### src/rtl/imem_loader_if.sv
// Byte-stream and instruction-memory write-port bundle for imem_loader.
// master: the loader. It accepts the byte stream and drives the memory
//         write port and status.
// slave : the host/boot side. It supplies bytes and start/word_count,
//         and observes the write port.
interface imem_loader_if #(
  parameter int unsigned depth       = 32,
  parameter int unsigned word_length = 32
);
  localparam int unsigned aw = $clog2(depth);

  logic                   start;
  logic [aw:0]            word_count;
  logic [7:0]             byte_in;
  logic                   byte_valid;
  logic                   byte_ready;
  logic                   mem_we;
  logic [aw-1:0]          mem_addr;
  logic [word_length-1:0] mem_wdata;
  logic                   busy;
  logic                   done;

  modport master (
    input  start, word_count, byte_in, byte_valid,
    output byte_ready, mem_we, mem_addr, mem_wdata, busy, done
  );

  modport slave (
    output start, word_count, byte_in, byte_valid,
    input  byte_ready, mem_we, mem_addr, mem_wdata, busy, done
  );
endinterface

### src/rtl/imem_loader.sv
// Instruction memory loader. It packs a little-endian byte stream into
// instruction words and writes each word to consecutive addresses from 0.
// Ports:
//   clk, rst_n        - clock and asynchronous active-low reset
//   bus (master)      - start/word_count command; byte_in/byte_valid/byte_ready
//                       stream; mem_we/mem_addr/mem_wdata write port;
//                       busy/done status
module imem_loader #(
  parameter int unsigned depth       = 32,
  parameter int unsigned word_length = 32
) (
  input  logic          clk,
  input  logic          rst_n,
  imem_loader_if.master bus
);

  localparam int unsigned aw  = $clog2(depth);
  localparam int unsigned cw  = aw + 1;
  localparam int unsigned bpw = word_length / 8;
  localparam int unsigned iw  = (bpw > 1) ? $clog2(bpw) : 1;

  typedef enum logic [1:0] {IDLE, LOAD, WRITE, DONE} state_t;

  state_t        state;
  logic [iw-1:0] idx;
  logic [cw-1:0] cnt;
  logic [cw-1:0] nwritten;

  logic [cw-1:0] cnt_clamped_c;
  logic          accept_c;

  // A requested count larger than the memory is clamped to the memory size.
  always_comb begin
    cnt_clamped_c = bus.word_count;
    if (bus.word_count > cw'(depth)) cnt_clamped_c = cw'(depth);
  end

  assign accept_c = (state == LOAD) && bus.byte_valid && bus.byte_ready;

  // Load sequencer. All outputs are registered and track state transitions.
  always_ff @(posedge clk or negedge rst_n) begin
    if (!rst_n) begin
      state          <= IDLE;
      idx            <= '0;
      cnt            <= '0;
      nwritten       <= '0;
      bus.byte_ready <= 1'b0;
      bus.mem_we     <= 1'b0;
      bus.mem_addr   <= '0;
      bus.mem_wdata  <= '0;
      bus.busy       <= 1'b0;
      bus.done       <= 1'b0;
    end else begin
      case (state)
        IDLE, DONE: begin
          if (bus.start) begin
            cnt          <= cnt_clamped_c;
            bus.mem_addr <= '0;
            idx          <= '0;
            nwritten     <= '0;
            if (cnt_clamped_c == '0) begin
              state          <= DONE;
              bus.done       <= 1'b1;
              bus.busy       <= 1'b0;
              bus.byte_ready <= 1'b0;
            end else begin
              state          <= LOAD;
              bus.done       <= 1'b0;
              bus.busy       <= 1'b1;
              bus.byte_ready <= 1'b1;
            end
          end
        end

        LOAD: begin
          if (accept_c) begin
            // Little-endian: byte k of the word lands in bits [8k+7:8k].
            for (int unsigned k = 0; k < bpw; k++) begin
              if (idx == iw'(k)) bus.mem_wdata[8*k +: 8] <= bus.byte_in;
            end
            if (idx == iw'(bpw - 1)) begin
              state          <= WRITE;
              bus.byte_ready <= 1'b0;
              bus.mem_we     <= 1'b1;
            end else begin
              idx <= idx + iw'(1);
            end
          end
        end

        WRITE: begin
          bus.mem_we   <= 1'b0;
          // Wraps to 0 after the last location when cnt == depth.
          bus.mem_addr <= bus.mem_addr + aw'(1);
          idx          <= '0;
          nwritten     <= nwritten + cw'(1);
          if (nwritten + cw'(1) == cnt) begin
            state    <= DONE;
            bus.done <= 1'b1;
            bus.busy <= 1'b0;
          end else begin
            state          <= LOAD;
            bus.byte_ready <= 1'b1;
          end
        end

        default: begin
          state          <= IDLE;
          bus.byte_ready <= 1'b0;
          bus.mem_we     <= 1'b0;
          bus.busy       <= 1'b0;
          bus.done       <= 1'b0;
        end
      endcase
    end
  end

endmodule
### src/flat_wrapper.sv
// flat-port wrapper written by rule: the top's interface ports become plain ports
module imem_loader_flat 
#(
  parameter int unsigned depth       = 32,
  parameter int unsigned word_length = 32
)
  (clk, rst_n, bus_start, bus_word_count, bus_byte_in, bus_byte_valid, bus_byte_ready, bus_mem_we, bus_mem_addr, bus_mem_wdata, bus_busy, bus_done);
  imem_loader_if #(.depth(depth), .word_length(word_length)) bus_i ();
  input  logic clk;
  input  logic rst_n;
  input wire logic [$bits(bus_i.start)-1:0] bus_start;
  input wire logic [$bits(bus_i.word_count)-1:0] bus_word_count;
  input wire logic [$bits(bus_i.byte_in)-1:0] bus_byte_in;
  input wire logic [$bits(bus_i.byte_valid)-1:0] bus_byte_valid;
  output wire logic [$bits(bus_i.byte_ready)-1:0] bus_byte_ready;
  output wire logic [$bits(bus_i.mem_we)-1:0] bus_mem_we;
  output wire logic [$bits(bus_i.mem_addr)-1:0] bus_mem_addr;
  output wire logic [$bits(bus_i.mem_wdata)-1:0] bus_mem_wdata;
  output wire logic [$bits(bus_i.busy)-1:0] bus_busy;
  output wire logic [$bits(bus_i.done)-1:0] bus_done;
  assign bus_i.start = bus_start;
  assign bus_i.word_count = bus_word_count;
  assign bus_i.byte_in = bus_byte_in;
  assign bus_i.byte_valid = bus_byte_valid;
  assign bus_byte_ready = bus_i.byte_ready;
  assign bus_mem_we = bus_i.mem_we;
  assign bus_mem_addr = bus_i.mem_addr;
  assign bus_mem_wdata = bus_i.mem_wdata;
  assign bus_busy = bus_i.busy;
  assign bus_done = bus_i.done;
  imem_loader #(.depth(depth), .word_length(word_length)) u_core (.clk(clk), .rst_n(rst_n), .bus(bus_i));
endmodule
### config.mk
export PLATFORM = sky130hd
export DESIGN_NAME = imem_loader_flat
export DESIGN_NICKNAME = d
export VERILOG_FILES = /design/src/rtl/imem_loader_if.sv /design/src/rtl/imem_loader.sv /design/src/flat_wrapper.sv
export SDC_FILE = /design/constraint.sdc
export NUM_CORES = 1
export LEC_CHECK = 0
export BUFFER_PORTS_ARGS = -buffer_cell sky130_fd_sc_hd__buf_4
export CAP_MARGIN = 15
export CORE_UTILIZATION = 49
export CTS_CLUSTER_SIZE = 14
export DETAILED_ROUTE_END_ITERATION = 16
export HOLD_SLACK_MARGIN = 0.06
export PLACE_DENSITY = 0.83
export SYNTH_ARGS = -nofsm -noshare
export SYNTH_HDL_FRONTEND = slang
export SYNTH_SLANG_ARGS = --single-unit
### constraint.sdc
create_clock -name clk -period 1.6 [get_ports clk]
set_input_delay 0.08 -clock clk [delete_from_list [all_inputs] [get_ports clk]]
set_output_delay 0.08 -clock clk [all_outputs]
set_load 0.01 [all_outputs]
* Word-level counts from Yosys, hierarchy flattened
Index checks and enable logic that the tools add are counted.
** Storage, ports and cells
- Bits in writable memories :: 0
- Word-level logic and storage cells :: 79
- Bits in read-only memories :: 0
- Flip-flop bits (word level) :: 57
- Memories :: 0
- Input bits :: 18
- Bits in latches :: 0
** Operators by class
- Div/mod/pow operators :: 0
- Shift operators :: 0
- Equality and inequality tests :: 13
- Bitwise operators :: 0
- Magnitude comparators :: 1
- Muxes and demuxes :: 30
- $add $sub $neg :: 3
- Reduce and logical (&&, ||, !) cells :: 19
- Multiply operators :: 0
** Operators with widths (number)
- 3-bit AND reduction :: 8
- 2-bit 2-to-1 mux :: 8
- 6-bit 2-to-1 mux :: 2
- 2-bit case mux with 3 select lines :: 2
- 6-bit case mux with 2 select lines :: 1
- 1-bit 2-to-1 mux :: 11
- 5-bit case mux with 2 select lines :: 1
- 2-bit equality test (second input constant) :: 4
- 2-bit inequality test (second input constant) :: 4
- 6-bit by 1-bit adder with 6-bit output (second input constant) :: 1
- 6-bit equality test :: 1
- 6-bit > comparator (second input constant) :: 1
- 6-bit logical NOT :: 1
- 1-bit case mux with 2 select lines :: 3
- 5-bit by 1-bit adder with 5-bit output (second input constant) :: 1
- 5-bit 2-to-1 mux :: 1
- 2-bit by 1-bit equality test with 1-bit output (second input constant) :: 2
- 2-bit logical NOT :: 2
- 2-bit by 1-bit inequality test with 1-bit output (second input constant) :: 2
- 2-bit AND reduction :: 2
- 4-bit AND reduction :: 1
- 2-bit nonzero test :: 2
- 1-bit case mux with 3 select lines :: 1
- 2-bit by 1-bit adder with 2-bit output (second input constant) :: 1
- 2 further kinds :: 3

* Depth between registers and ports, before layout
Gate-level depths: netlist of run 1.
- Depth in word-level cells :: 6
- Mapped depth :: 8

* Least setup slack after synthesis of run 1
OpenSTA, ideal clock, no wires.
- Kind :: register to register
- Start :: reg u_core.state[0]
- End :: reg u_core.bus.mem_wdata[24]
- Data required time :: 1.472 ns
- Slack :: -0.097 ns
- Clock period less this slack :: 1.697 ns
- Arrival :: 1.569 ns
- Library setup time :: 0.128 ns
- Cell stages (with the launch flop) :: 7
- Cells stage by stage :: dfrtp_1 > ha_1 > buf_2 > and3_1 > clkbuf_1 > nand2_1 > mux2_1
** On the way
- Longest elaborated chain between the ends :: 4
** Ends and longest elaborated chain
- from (decl) :: RTL line imem_loader.sv:24 : state_t state;
- from (signal assigned) :: RTL line imem_loader.sv:43 : state <= IDLE;
- from (signal assigned) :: RTL line imem_loader.sv:62 : state <= DONE;
- from (signal assigned) :: RTL line imem_loader.sv:67 : state <= LOAD;
- 2-bit by 1-bit equality test with 1-bit output (*) :: RTL line imem_loader.sv:38, imem_loader.sv:54
- 1-bit logical AND (2 in a row) :: RTL line imem_loader.sv:38 : assign accept_c = (state == LOAD) && bus.byte_valid && bus.byte_ready;
- 3-bit AND reduction (no source line) (*)
- to (signal, indexed assignment) :: RTL line imem_loader.sv:79 : if (idx == iw'(k)) bus.mem_wdata[8*k +: 8] <= bus.byte_in;
- to (decl) :: RTL line imem_loader_if.sv:25 : output byte_ready, mem_we, mem_addr, mem_wdata, busy, done
Mark *: on every way between the ends. The rest lies on a longest branch, timed or not.
A chain may end at the register's enable or synchronous reset.

* Worst setup path in the final report of run 1
- Start :: reg u_core.nwritten[1]
- End :: reg u_core.bus.byte_ready
** On the way
- Longest elaborated chain between the ends :: 4
** Ends and longest elaborated chain
- from (decl) :: RTL line imem_loader.sv:27 : logic [cw-1:0] nwritten;
- from (signal assigned) :: RTL line imem_loader.sv:96 : nwritten <= nwritten + cw'(1);
- 6-bit by 1-bit adder with 6-bit output :: RTL line imem_loader.sv:97 : if (nwritten + cw'(1) == cnt) begin
- 6-bit equality test :: RTL line imem_loader.sv:97
- 2-bit inequality test (no source line)
- 4-bit AND reduction (no source line)
- to (signal assigned) :: RTL line imem_loader.sv:83 : bus.byte_ready <= 1'b0;
- to (signal assigned) :: RTL line imem_loader.sv:103 : bus.byte_ready <= 1'b1;
- to (signal assigned) :: RTL line imem_loader.sv:109 : bus.byte_ready <= 1'b0;
- to (decl) :: RTL line imem_loader_if.sv:25
No other way between the ends.

==> metrics.yaml, run 1 <==
status:
  status: "finished, violations left"
  violations: "setup timing"
yosys:
  synthCells: 236
  synth_ff_type: "dfrtp_1"
  synth_top_area_share_pct: 52.8
  synth_edf_count: 0
  syn_area_sq_um: 2700
  yosys_warnings: 0
  ys_ff_latch: 57
  synth_area_leaders: "dfrtp_1 53%, mux2_1 14%, ha_1 3.7%"
  synth-seq-area-share_pct: 52.8
  synth_cell_types: 38
  synth_top_cell_by_area: "dfrtp_1"
  syn_nets: 262
  synthArstFlopShare_pct: 100
  avgSynthCellArea_sq_um: 11.4
setup_path:
  path_class: "reg -> reg"
  critPathMaxFanout: 4
  reg2reg_depth: 7
  crit_path_start_kind: "register"
  r2r_slack_ns: -0.1
  worstReg2RegEnd: "u_core.bus.byte_ready$_DFFE_PN0P_"
  regToRegStartpoint: "u_core.nwritten[1]$_DFFE_PN0P_"
  critPathCaptureType: "register"
  arrival_ns: 1.96
  worst_ep_required_time_ns: 1.87
pwr:
  p_int_mw: 4.44
  swShare_pct: 35.9
  clockPowerShare_pct: 22.0
  power_frac_comb_pct: 43.9
  power_density_nw_per_um2: 1730
  p_leak_nw: 1.93
  power_frac_seq_pct: 34.0
  p_sw_mw: 2.48
  ir_drop_uv: 1140
sta:
  maxSlewHeadroom_pct: 52.7
  layout_min_cycle_time_ns: 1.70
  setup_viol: 37
  skew_ns: 0.00876
  worstMarginPinSlew_ns: 0.710
  whs_ns: 0.135
  clock.fmax_mhz: 588
  hold_violations: 0
  setup_tns_ns: -0.707
  rsz0062_at_grt: "true"
  setup_ws_ns: -0.0993
  period_share_pct: 106
  slew_viol_final: 0
floorplan:
  die-area_sq_um: 5810
  fp.dieH_microns: 76.2
  io_pins: 59
  initial_utilization_pct: 51.9
  rows: 26
  die_x_microns: 76.2
  core_area_sq_um: 5200
routing:
  ant_nets: 0
  dr.pass1.iters: 4
  finalWirelength_microns: 8610
  drt_iter0_drc: 184
  wl_per_cell_microns: 21.0
  drc_errors: 0
  via_count: 2413
  vias_per_cell: 5.87
global_routing:
  gr-usage-met2_pct: 45.0
  grt_max_degree: 58
  antenna_found_initial: 0
  use_met3_pct: 6.71
  globalRouteOverflowTotal: 0
  use_met1_pct: 29.4
  gr-usage-all-layers_pct: 25.5
  grt_pass1_vias: 2329
  grt_pass1_wl_microns: 11400
  grt-busiest-layer: "met2"
clock_tree:
  cts_root_buf: "clkbuf_8"
  htree_levels: 3
  clk_pin_slew_ns: 0.07
  cts_buffers: 9
  cts.sinks: 57
  clockBufferDepth: 2
  cts_tree: "done"
  clock_latency_ns: 0.35
cells_and_area:
  final_common_cell: "buf_4"
  final_cell_mix: "83 x buf_4, 54 x dfrtp_1, 23 x mux2_4"
  nNetsFinal: 363
  final_core_util_pct: 76.9
  post-route-cell-area_sq_um: 4000
  diodes: 0
  fin_cells: 411
  drive_gt1_share_pct: 44.9
  area_growth_pct: 48.2
place:
  place.gp.congestion: 0.782
  port_buffers: 58
  hpwl_microns: 4380
  dp.cells: 374
  place_area_sq_um: 3330
run:
  cap_violations: 0
hold_path:
  hold_depth: 3
  hold_class: "in -> reg"
  min_to: "u_core.cnt[2]$_DFFE_PN0P_"
  hold_start: "bus_word_count[2]"
-- synth_stat cells, types with 3 or more instances --
library cell	instances
nand3_1	7
a32o_1	3
nand2_1	22
nor2_1	13
nand2b_1	6
clkbuf_1	3
dfrtp_1	57
nor3_1	3
ha_1	8
buf_2	3
xnor2_1	6
o22ai_1	3
o21ai_0	4
inv_1	6
mux2i_1	3
o21ai_1	17
mux2_1	33
and3_1	4
nand4_1	4
a21oi_1	8
-- layer usage --
metal / routed length, microns / vias to the layer above
li1: - / 1049
met1: 3380 / 1242
met2: 4610 / 96
met3: 392 / 26
met4: 229 / 0
met5: 0 / -
-- cell families (layout without fill, tap and decap cells) --
logic type | count (synthesis) | after routing | share of synthesized area (%)
and+or+nand+nor | 63 | 63 | 11.5
adders and majority gates | 8 | 8 | 3.71
muxes | 36 | 36 | 14.9
buffers and inverters | 17 | 122 | 2.64
xor gates and xnor gates | 8 | 8 | 2.60
DFF | 57 | 57 | 52.8
AOI/OAI and AO/OA | 47 | 47 | 11.8
-- final cells by class --
class,instances,area (sq um)
repair buffers,99,785
fillers,304,1200
clock inverters,5,80.1
well taps,70,87.6
inverters,8,32.5
clock buffers,10,138
multi-input cells,162,1450
flip-flops and latches,57,1430
-- through the flow --
| step | setup WS, ns | total power [mW] |
|---|---|---|
| finish | -0.0993 | 6.93 |
| global route | -0.143 | 7.23 |
| CTS | -0.0478 | 6.21 |
| detailed placement | -0.0661 | 4.66 |
| global placement | -0.00559 | 4.53 |
| floorplan | -0.0338 | 3.55 |
-- critical path, cell delays in order (launching register included) --
cell and delay [ns]:
dfrtp_1 0.43, ha_4 0.18, nand3_2 0.09, nor2_2 0.15
nor2_2 0.06, a2111oi_4 0.32, buf_4 0.20, mux2i_1 0.18
-- power by group through the flow --
| stage | clock (mW) | combinational, mW | sequential (mW) |
|---|---|---|---|
| floorplan | 0 | 1.13 | 2.42 |
| CTS | 1.50 | 2.43 | 2.28 |
| global route | 1.60 | 3.24 | 2.39 |
| finish | 1.53 | 3.04 | 2.36 |
| detailed placement | 0 | 2.36 | 2.31 |
| global placement | 0 | 2.27 | 2.26 |
-- registers in the layout, summed over array words and instances, names as in the netlist --
name                   count
u_core.bus.done            1
u_core.bus.mem_we          1
u_core.bus.mem_wdata      32
u_core.bus.mem_addr        5
u_core.state               2
u_core.cnt                 6
u_core.idx                 2
u_core.bus.busy            1
u_core.nwritten            6
u_core.bus.byte_ready      1
-- worst max-delay path by stage --
| stage | slack [ns] | end | start | depth (start not counted) |
|---|---|---|---|---|
| 5_1_grt | -0.14 | u_core.bus.byte_ready$_DFFE_PN0P_ | u_core.nwritten[1]$_DFFE_PN0P_ | 6 |
| 4_1_cts | -0.05 | u_core.bus.byte_ready$_DFFE_PN0P_ | u_core.nwritten[0]$_DFFE_PN0P_ | 7 |
| 3_3_place_gp | -0.006 | u_core.bus.byte_ready$_DFFE_PN0P_ | u_core.nwritten[0]$_DFFE_PN0P_ | 5 |
| 2_1_floorplan | -0.03 | u_core.bus.mem_wdata[24]$_DFFE_PN0P_ | u_core.state[0]$_DFFE_PN0P_ | 6 |
| 6_report | -0.1 | u_core.bus.byte_ready$_DFFE_PN0P_ | u_core.nwritten[1]$_DFFE_PN0P_ | 7 |
| 3_5_place_dp | -0.07 | u_core.bus.byte_ready$_DFFE_PN0P_ | u_core.nwritten[0]$_DFFE_PN0P_ | 5 |
-- repair_timing --
action                     4_1_cts  5_1_grt
buffers inserted                 1        6
resized for setup                4       53
hold endpoints to repair        95        0
pin swaps                        0       14
setup endpoints to repair       19       47
hold buffers                    15        0
(Power assumes the default switching activity.)
==> run 2, diff against run 1 <==
==> constraint.sdc (replaced) <==
create_clock -name clk -period 1.6 [get_ports clk]
set_input_delay 0.16 -clock clk [delete_from_list [all_inputs] [get_ports clk]]
set_output_delay 0.16 -clock clk [all_outputs]
set_load 0.01 [all_outputs]
==> run 2 against run 1 <==
The flow still finishes with violations (setup timing). Highest routed layer unchanged. Sequential cell count did not move. Sequential share of layout area increased by 1.9 points. Maximum frequency rose by 1.6%. Critical path depth shrank 2. Register-to-register slack improved by 0.03 ns. Global-route usage shrank 2.1 points. Final cell count shrank 2.7%. Sequential power fell by 2%. Non-clock buffer count down 10. Via count down 7.6%. First-iteration DRC count is 18% higher. Critical endpoint is now u_core.state[1]$_DFFE_PN0P_.
==> metrics.yaml, run 2 (synthesis results as in run 1) <==
status:
  status: "finished, violations left"
  violations: "setup timing"
setup_path:
  cp_slowest_cell: "dfrtp_2"
  crit_path_start_kind: "register"
  reg2reg_depth: 5  # -2
  critPathCaptureType: "register"
  regToRegStartpoint: "u_core.nwritten[2]$_DFFE_PN0P_"
  max_stage_delay_ns: 0.44  # about the same
  critical_path.top_delay_family: "compound AO/OA/AOI/OAI gates"
  worstReg2RegEnd: "u_core.state[1]$_DFFE_PN0P_"
  worst_ep_required_time_ns: 1.87  # about the same
  worstPathCellList: "buf_4, xnor2_1, o22ai_1, a2111oi_4, a31o_1"
  r2r_slack_ns: -0.07  # +0.03 ns
  critPathBufInv: 1  # unchanged
  critPathMaxFanout: 6  # +2
  arrival_ns: 1.94  # -0.02 ns
  path_class: "reg -> reg"
cells_and_area:
  largest_register: "u_core.bus.mem_wdata"
  nNetsFinal: 353  # -2.8%
  final_cell_mix: "84 x buf_4, 54 x dfrtp_1, 22 x mux2_1"
  diodes: 0  # unchanged
  reg_top3: "u_core.bus.mem_wdata x32, u_core.cnt x6, u_core.nwritten x6"
  final_common_cell: "buf_4"
  fin_cells: 400  # -2.7%
  final_core_util_pct: 73.1  # -3.8 points
  largest_reg_flops: 32  # unchanged
  area_growth_pct: 40.8
  drive_gt1_share_pct: 41.2  # -3.7 points
  nFillCells: 340  # +12%
sta:
  skew_ns: 0.00437  # -0.00439 ns
  clock.fmax_mhz: 598  # +1.6%
  setup_ws_ns: -0.0730  # +0.0263 ns
  whs_ns: 0.0643  # -0.0712 ns
  period_share_pct: 105  # -1.6 points
  setup_viol: 3  # -92%
  slew_viol_final: 0  # unchanged
  worstMarginPinSlew_ns: 0.728  # +0.0181 ns
  hold_violations: 0  # unchanged
  maxSlewHeadroom_pct: 51.5  # -1.2 points
  layout_min_cycle_time_ns: 1.67  # -0.0263 ns
  rsz0062_at_grt: "true"
  setup_tns_ns: -0.139  # +0.568 ns
place:
  dp.cells: 373  # -0.27%
  port_buffers: 58  # unchanged
  place.gp.congestion: 0.809  # +3.4%
  hpwl_microns: 4290  # -2.1%
routing:
  wl_met2_microns: 3760  # -18%
  finalWirelength_microns: 7010  # -19%
  vias_per_cell: 5.57  # -5.1%
  ant_nets: 0  # unchanged
  drc_errors: 0  # unchanged
  routed.top_layer: "met4"
  dr.pass1.iters: 5  # +1
  wl_met3_microns: 297  # -24%
  wl_per_cell_microns: 17.5  # -16%
  via_count: 2229  # -7.6%
  met1_length_microns: 2810  # -17%
  drt_iter0_drc: 217  # +18%
global_routing:
  gr-usage-all-layers_pct: 23.4  # -2.1 points
  grt_max_degree: 58  # unchanged
  grt_pass1_vias: 2164  # -7.1%
  antenna_found_initial: 0  # unchanged
  grt_pass1_wl_microns: 10400  # -8.1%
  globalRouteOverflowTotal: 0  # unchanged
run:
  cap_violations: 0  # unchanged
floorplan:
  fp.dieH_microns: 76.2  # unchanged
  io_pins: 59  # unchanged
  die_x_microns: 76.2  # unchanged
  die-area_sq_um: 5810  # unchanged
  initial_utilization_pct: 51.9  # unchanged
  rows: 26  # unchanged
  core_area_sq_um: 5200  # unchanged
pwr:
  power_density_nw_per_um2: 1680  # -2.6%
  ir_drop_uv: 1050  # -8.1%
  p_leak_nw: 1.83  # -5.3%
  finalPower_mw: 6.41  # -7.5%
hold_path:
  hold_depth: 2  # -1
  min_to: "u_core.bus.mem_wdata[23]$_DFFE_PN0P_"
  hold_class: "in -> reg"
  hold_start: "bus_byte_in[7]"
clock_tree:
  cts.sinks: 57  # unchanged
  clockBufferDepth: 2  # unchanged
  htree_levels: 3  # unchanged
  clk_pin_slew_ns: 0.06  # about the same
  cts_root_buf: "clkbuf_8"
  cts_tree: "done"
  clock_latency_ns: 0.34  # about the same
  cts_buffers: 9  # unchanged
## run 2: repair_timing
item | CTS | global route
endpoints found under the setup margin | 24 | 53
buffers inserted | 1 | 8
endpoints found under the hold margin | 63 | 0
pin swaps | 1 | 10
gates resized for setup | 1 | 37
hold buffers | 4 | 0
## run 2: final cells by class
| type | count | area, sq um | share of cell area (%) |
|---|---|---|---|
| Clock buffer | 10 | 138 | 3.62 |
| Clock inverter | 4 | 45.0 | 1.18 |
| Inverter | 8 | 30.0 | 0.790 |
| Multi-Input combinational cell | 162 | 1390 | 36.6 |
| Sequential cell | 57 | 1430 | 37.6 |
| Tap cell | 70 | 87.6 | 2.30 |
| Timing Repair Buffer | 89 | 682 | 17.9 |
## run 2: worst max path at each step
stage | to | depth (start not counted) | from | slack (ns)
after detailed placement | u_core.bus.byte_ready$_DFFE_PN0P_ | 6 | bus_word_count[2] | -0.09
after CTS | u_core.bus.byte_ready$_DFFE_PN0P_ | 5 | u_core.nwritten[0]$_DFFE_PN0P_ | -0.05
after floorplan | u_core.bus.mem_wdata[24]$_DFFE_PN0P_ | 6 | u_core.state[0]$_DFFE_PN0P_ | -0.03
after global placement | u_core.bus.byte_ready$_DFFE_PN0P_ | 5 | u_core.nwritten[0]$_DFFE_PN0P_ | -0.005
final | u_core.state[1]$_DFFE_PN0P_ | 5 | u_core.nwritten[2]$_DFFE_PN0P_ | -0.07
after global routing | u_core.bus.byte_ready$_DFFE_PN0P_ | 5 | u_core.nwritten[2]$_DFFE_PN0P_ | -0.18
## run 2: through the flow
stage	instance area, sq um	worst slack [ns]
5_1_grt	3800	-0.180
3_5_place_dp	3330	-0.0876
6_report	3800	-0.0730
4_1_cts	3570	-0.0493
2_1_floorplan	2710	-0.0338
3_3_place_gp	3330	-0.00504
## run 2: layer usage
layer,GRT usage (%),up-vias
met5,0,-
met4,12.9,0
met3,4.19,16
met2,40.5,75
met1,27.4,1107
li1,-,1031
## run 2: power by group
group | switching [mW] | internal (mW) | total (mW)
clock | 0.558 | 0.735 | 1.29
sequential | 0.381 | 1.94 | 2.32
combinational | 1.35 | 1.44 | 2.79
